`config.mk`:
```
export PLATFORM = sky130hd
export DESIGN_NAME = otter_trap_ctrl
export DESIGN_NICKNAME = d
export VERILOG_FILES = /design/src/rtl/otter_pkg.sv /design/src/rtl/sync_edge_det.sv /design/src/rtl/otter_trap_ctrl.sv
export SDC_FILE = /design/constraint.sdc
export NUM_CORES = 1
export LEC_CHECK = 0
export BUFFER_PORTS_ARGS = -buffer_cell sky130_fd_sc_hd__clkbuf_2
export CAP_MARGIN = 20
export CELL_PAD_IN_SITES_DETAIL_PLACEMENT = 1
export CELL_PAD_IN_SITES_GLOBAL_PLACEMENT = 1
export CORE_MARGIN = 4
export CORE_UTILIZATION = 33
export DETAILED_ROUTE_END_ITERATION = 8
export GPL_ROUTABILITY_DRIVEN = 0
export PLACE_DENSITY_LB_ADDON = 0.1
export SLEW_MARGIN = 20
export SYNTH_ARGS = -nofsm -noshare
export SYNTH_HDL_FRONTEND = slang
export SYNTH_HIERARCHICAL = 1
export SYNTH_SLANG_ARGS = --single-unit
```
`constraint.sdc`:
```
create_clock -name CLK -period 5.2 [get_ports CLK]
set_input_delay 0.78 -clock CLK [delete_from_list [all_inputs] [get_ports CLK]]
set_output_delay 0.78 -clock CLK [all_outputs]
set_load 0.05 [all_outputs]
```
`src/rtl/otter_pkg.sv`:
```
// Shared OTTER core definitions: RV32I opcodes, instruction layout and the
// trap sequencer state encoding.
package otter_pkg;

  typedef enum logic [6:0] {
    OP_LUI    = 7'b0110111,
    OP_AUIPC  = 7'b0010111,
    OP_JAL    = 7'b1101111,
    OP_JALR   = 7'b1100111,
    OP_BRANCH = 7'b1100011,
    OP_LOAD   = 7'b0000011,
    OP_STORE  = 7'b0100011,
    OP_IMM    = 7'b0010011,
    OP_REG    = 7'b0110011,
    OP_SYSTEM = 7'b1110011
  } opcode_t;

  typedef struct packed {
    logic [6:0] funct7;
    logic [4:0] rs2;
    logic [4:0] rs1;
    logic [2:0] funct3;
    logic [4:0] rd;
    opcode_t    opcode;
  } instr_t;

  typedef enum logic [1:0] {
    IDLE  = 2'd0,
    DRAIN = 2'd1,
    TRAP  = 2'd2
  } trap_state_t;

  localparam logic [31:0] MRET_INSTR = 32'h30200073;

  function automatic logic is_mret(input logic [31:0] ir);
    return ir == MRET_INSTR;
  endfunction

endpackage

```
`src/rtl/sync_edge_det.sv`:
```
// Multi-flop synchronizer for an asynchronous level input with a one-cycle
// pulse on each rising edge seen at the synchronizer output.
module sync_edge_det
  import otter_pkg::*;
#(
  parameter int SYNC_STAGES = 2
) (
  input  logic CLK,
  input  logic RESET,
  input  logic async_in,
  output logic rise
);

  logic [SYNC_STAGES-1:0] sync_q, sync_d;
  logic                   last_q, last_d;

  always_comb begin
    sync_d = {sync_q[SYNC_STAGES-2:0], async_in};
    last_d = sync_q[SYNC_STAGES-1];
  end

  always_ff @(posedge CLK) begin
    if (RESET) begin
      sync_q <= '0;
      last_q <= 1'b0;
    end else begin
      sync_q <= sync_d;
      last_q <= last_d;
    end
  end

  assign rise = sync_q[SYNC_STAGES-1] & ~last_q;

endmodule

```
`src/rtl/otter_trap_ctrl.sv`:
```
// Interrupt/MRET sequencer for the 5-stage OTTER pipeline: takes a pending
// interrupt at a valid EX instruction, drains MEM/WB, then redirects to mtvec.
module otter_trap_ctrl
  import otter_pkg::*;
#(
  parameter int DRAIN_CYCLES = 2,
  parameter int SYNC_STAGES  = 2
) (
  input  logic        CLK,
  input  logic        RESET,
  input  logic        INTR,
  input  logic [31:0] mtvec,
  input  logic        csr_mie_we,
  input  logic        csr_mie_wdata,
  input  logic        ex_valid,
  input  logic [31:0] ex_pc,
  input  logic        ex_branch_taken,
  input  logic [31:0] ex_branch_pc,
  input  logic        ex_mret,
  output logic        if_stall,
  output logic        flush_front,
  output logic        redirect_valid,
  output logic [31:0] redirect_pc,
  output logic [31:0] mepc,
  output logic        mie,
  output logic        busy
);

  localparam int CNT_W = 3;

  trap_state_t      state_q, state_d;
  logic [CNT_W-1:0] cnt_q, cnt_d;
  logic             pending_q, pending_d;
  logic [31:0]      mepc_q, mepc_d;
  logic             mie_q, mie_d;

  logic             intr_rise;
  logic             mret_now;
  logic             take;
  logic             if_stall_c, flush_c, redirect_c;
  logic [31:0]      redirect_pc_c;

  sync_edge_det #(
    .SYNC_STAGES(SYNC_STAGES)
  ) u_sync (
    .CLK     (CLK),
    .RESET   (RESET),
    .async_in(INTR),
    .rise    (intr_rise)
  );

  assign mret_now = ex_valid && ex_mret;
  assign take     = pending_q && mie_q && ex_valid && !ex_mret;

  always_comb begin
    state_d       = state_q;
    cnt_d         = cnt_q;
    pending_d     = pending_q | intr_rise;
    mepc_d        = mepc_q;
    mie_d         = mie_q;
    if_stall_c    = 1'b0;
    flush_c       = 1'b0;
    redirect_c    = 1'b0;
    redirect_pc_c = '0;
    case (state_q)
      IDLE: begin
        if (mret_now) begin
          redirect_c    = 1'b1;
          redirect_pc_c = mepc_q;
          flush_c       = 1'b1;
          mie_d         = 1'b1;
        end else begin
          if (csr_mie_we) mie_d = csr_mie_wdata;
          // The EX instruction retires normally; resume after it.
          if (take) begin
            mepc_d  = ex_branch_taken ? ex_branch_pc : ex_pc + 32'd4;
            flush_c = 1'b1;
            cnt_d   = CNT_W'(DRAIN_CYCLES);
            state_d = DRAIN;
          end
        end
      end
      DRAIN: begin
        if_stall_c = 1'b1;
        flush_c    = 1'b1;
        cnt_d      = cnt_q - 1'b1;
        if (cnt_q == CNT_W'(1)) state_d = TRAP;
      end
      TRAP: begin
        redirect_c    = 1'b1;
        redirect_pc_c = mtvec;
        flush_c       = 1'b1;
        mie_d         = 1'b0;
        // An edge landing in this very cycle must not be lost.
        pending_d     = intr_rise;
        state_d       = IDLE;
      end
      default: state_d = IDLE;
    endcase
  end

  always_ff @(posedge CLK) begin
    if (RESET) begin
      state_q   <= IDLE;
      cnt_q     <= '0;
      pending_q <= 1'b0;
      mepc_q    <= '0;
      mie_q     <= 1'b0;
    end else begin
      state_q   <= state_d;
      cnt_q     <= cnt_d;
      pending_q <= pending_d;
      mepc_q    <= mepc_d;
      mie_q     <= mie_d;
    end
  end

  // Outputs read as zero while RESET is held, whatever the pipeline shows.
  assign if_stall       = !RESET && if_stall_c;
  assign flush_front    = !RESET && flush_c;
  assign redirect_valid = !RESET && redirect_c;
  assign redirect_pc    = RESET ? '0 : redirect_pc_c;
  assign mepc           = RESET ? '0 : mepc_q;
  assign mie            = !RESET && mie_q;
  assign busy           = !RESET && (state_q != IDLE);

endmodule

```
==> impl_metrics.yaml <==
floorplanning:
  pin_count: 173
  dieHeight_um: 105
  std_cell_rows: 35
  die_w_um: 105
  die_area_um2: 11000
  start_util: 0.336
  core-area_um2: 9200
cts:
  postCtsSetupBuffers: 0
  clk_latency_ns: 0.29
  clk_path_buf_depth: 2
  clock-sinks: 42
  hold_buffers: 0
  cts.reportedPaths.clkPinSlew_ns: 0.08
  cts_root_buffer: "clkbuf_8"
  cts-resized-gates: 0
  cts-htree-levels: 2
  cts_tree: "yes"
  cts_inserted_buffers: 5
critical_path:
  crit_path_end_kind: "output port"
  critical_path.max_fanout: 33
  path_class: "reg2out"
  cp_data_required_time_ns: 4.42
  start_kind: "flip-flop"
  crit_arrival_ns: 2.28
timing:
  slew_headroom: 0.480
  hold_viol: 0
  worstMarginPinSlew_ns: 0.780
  setup_violations: 0
  skew_ns: 0.00798
  period_share: 0.588
  slew_viol_final: 0
  finalSetupTns_ns: 0
  max_freq_mhz: 327
  holdWs_ns: 0.465
  fin_crit_ns: 3.06
  rsz0062_at_grt: "false"
power:
  clkPwrFrac: 0.362
  p_per_area_nw_per_um2: 173
  p_switching_mw: 0.194
  ir_worst_vdd_uv: 89.3
  total_leakage_power_nw: 1.87
  swShare: 0.273
  seq_power_share: 0.459
  p_int_mw: 0.518
  combPwrFrac: 0.179
min_path:
  hp-class: "reg2reg"
layout:
  drive_above_1_share: 0.340
  fin_nets: 679
  area_delta_synth_final_pct: 33.1
  fillers: 1216
  antennaDiodeCount: 0
global_routing:
  grt_max_degree: 73
  grt_pass1_vias: 3669
  grt.overflow.total: 0
  gr-usage-all-layers: 0.217
  antenna_found_initial: 0
  grt_first_pass_wirelength_um: 19300
synth:
  synthTopCellsByCount: "53 x nor2_1, 42 x dfxtp_1, 37 x nor2b_1, 33 x a22oi_1, 27 x a21oi_1"
  synth_cell_type_count: 43
  async_reset_ff_frac: 0
  synth.cell_area_um2: 3090
  ys_seq_area_frac: 0.272
  yosys.area.top_type: "dfxtp_1"
  synthesis.instances: 414
  synth_edf_count: 0
  avgSynthCellArea_um2: 7.47
  synth_nets: 526
  synth.top_cells.by_area: "dfxtp_1 27%, a22oi_1 8.0%, nor2b_1 7.5%"
  synth_most_common_cell: "nor2_1"
  ys_seq_elements: 42
  yosys_warnings: 6
  synth_top_area_frac: 0.272
  synth_flop_cell: "dfxtp_1"
routing:
  dr.max_layer_used: "met4"
  drt_iter0_drc: 174
  wl_met2_um: 5930
  drt-total-wl_um: 12200
  wl_met3_um: 458
  met1_length_um: 5720
  ant_nets: 0
  viasPerCell: 5.32
  first_pass_iters: 4
  drc_errors: 0
  vias: 3610
  wl_per_cell_um: 18.0
job:
  drv_cap: 0
placement:
  io_buffers: 172
  place_hpwl_um: 9530
run_status:
  status: "finished clean"
-- layer usage --
layer,global-route usage,vias up
li1,-,1791
met1,0.294,1716
met2,0.363,95
met3,0.0352,8
met4,0.0450,0
met5,0,-
-- power groups by stage --
stage | combinational, mW | sequential [mW] | clock (mW)
finish | 0.127 | 0.327 | 0.258
detailed placement | 0.127 | 0.335 | 0
CTS | 0.127 | 0.327 | 0.268
global route | 0.139 | 0.328 | 0.284
floorplan | 0.0567 | 0.334 | 0
global placement | 0.124 | 0.335 | 0
-- path summary, 6_finish.rpt --
path                                                    end                        start  slack [ns]  cells after the start
worst max-delay path                        redirect_pc[16]      state_q[1]$_SDFFE_PP0P_        2.14                      7
worst min-delay path            u_sync/sync_q[1]$_SDFF_PP0_  u_sync/sync_q[0]$_SDFF_PP0_        0.46                      1
worst max register to register      mepc_q[11]$_SDFFE_PP0P_      state_q[1]$_SDFFE_PP0P_        2.38                      7
worst min register to register  u_sync/sync_q[1]$_SDFF_PP0_  u_sync/sync_q[0]$_SDFF_PP0_        0.46                      1
-- cell families after synthesis --
family | synth area share
adders and majority gates | 0.0324
buffers and inverters | 0.0554
xor gates and xnor gates | 0.0793
AOI/OAI and AO/OA | 0.227
muxes | 0.00971
DFF | 0.272
and+or+nand+nor | 0.325
-- stage by stage --
| stage | setup WS (ns) | std cells | utilization | total power, mW | area [um2] |
|---|---|---|---|---|---|
| global route | 1.92 | 679 | 0.448 | 0.751 | 4120 |
| finish | 2.14 | 679 | 0.448 | 0.713 | 4120 |
| detailed placement | 2.28 | 671 | 0.435 | 0.462 | 4000 |
| floorplan | 2.14 | 414 | - | 0.391 | 3090 |
| global placement | 2.37 | 671 | 0.435 | 0.459 | 4000 |
| CTS | 2.14 | 679 | 0.447 | 0.722 | 4110 |
-- sequential cells by signal (all words and copies together), names as in the netlist --
register and cells:
pending_q 1, state_q 2, mepc_q 32, cnt_q 3
u_sync/sync_q 2, mie_q 1, u_sync/last_q 1
-- critical path, stage by stage, from the launching register on --
cell and delay, ns:
dfxtp_1 0.34, inv_1 0.11, ha_1 0.36, and3_1 0.21, buf_4 0.36, a22oi_1 0.12
nor2_1 0.17, clkbuf_2 0.30
-- placed cells by master (no fill, tap or decap), types with 14 or more instances in the layout --
cell      Yosys  routed
and3_1       21      21
nor2_1       53      52
nor2b_1      37      37
xor2_1       14      14
nand2_1      22      22
a21oi_1      27      27
o22ai_1      17      17
xnor2_1      14      14
clkbuf_2      0     172
nand3_1      14      14
dfxtp_1      42      42
a22oi_1      33      33
-- area by class of cell --
class | instances | area, um2 | share of cell area
multi-input cells | 330 | 2090 | 0.508
repair buffers | 176 | 891 | 0.216
clock buffers | 6 | 72.6 | 0.0176
well taps | 111 | 139 | 0.0337
clock inverters | 2 | 37.5 | 0.00911
inverters | 12 | 45.0 | 0.0109
flip-flops and latches | 42 | 841 | 0.204
No activity file was read; power rests on OpenSTA's default activity.
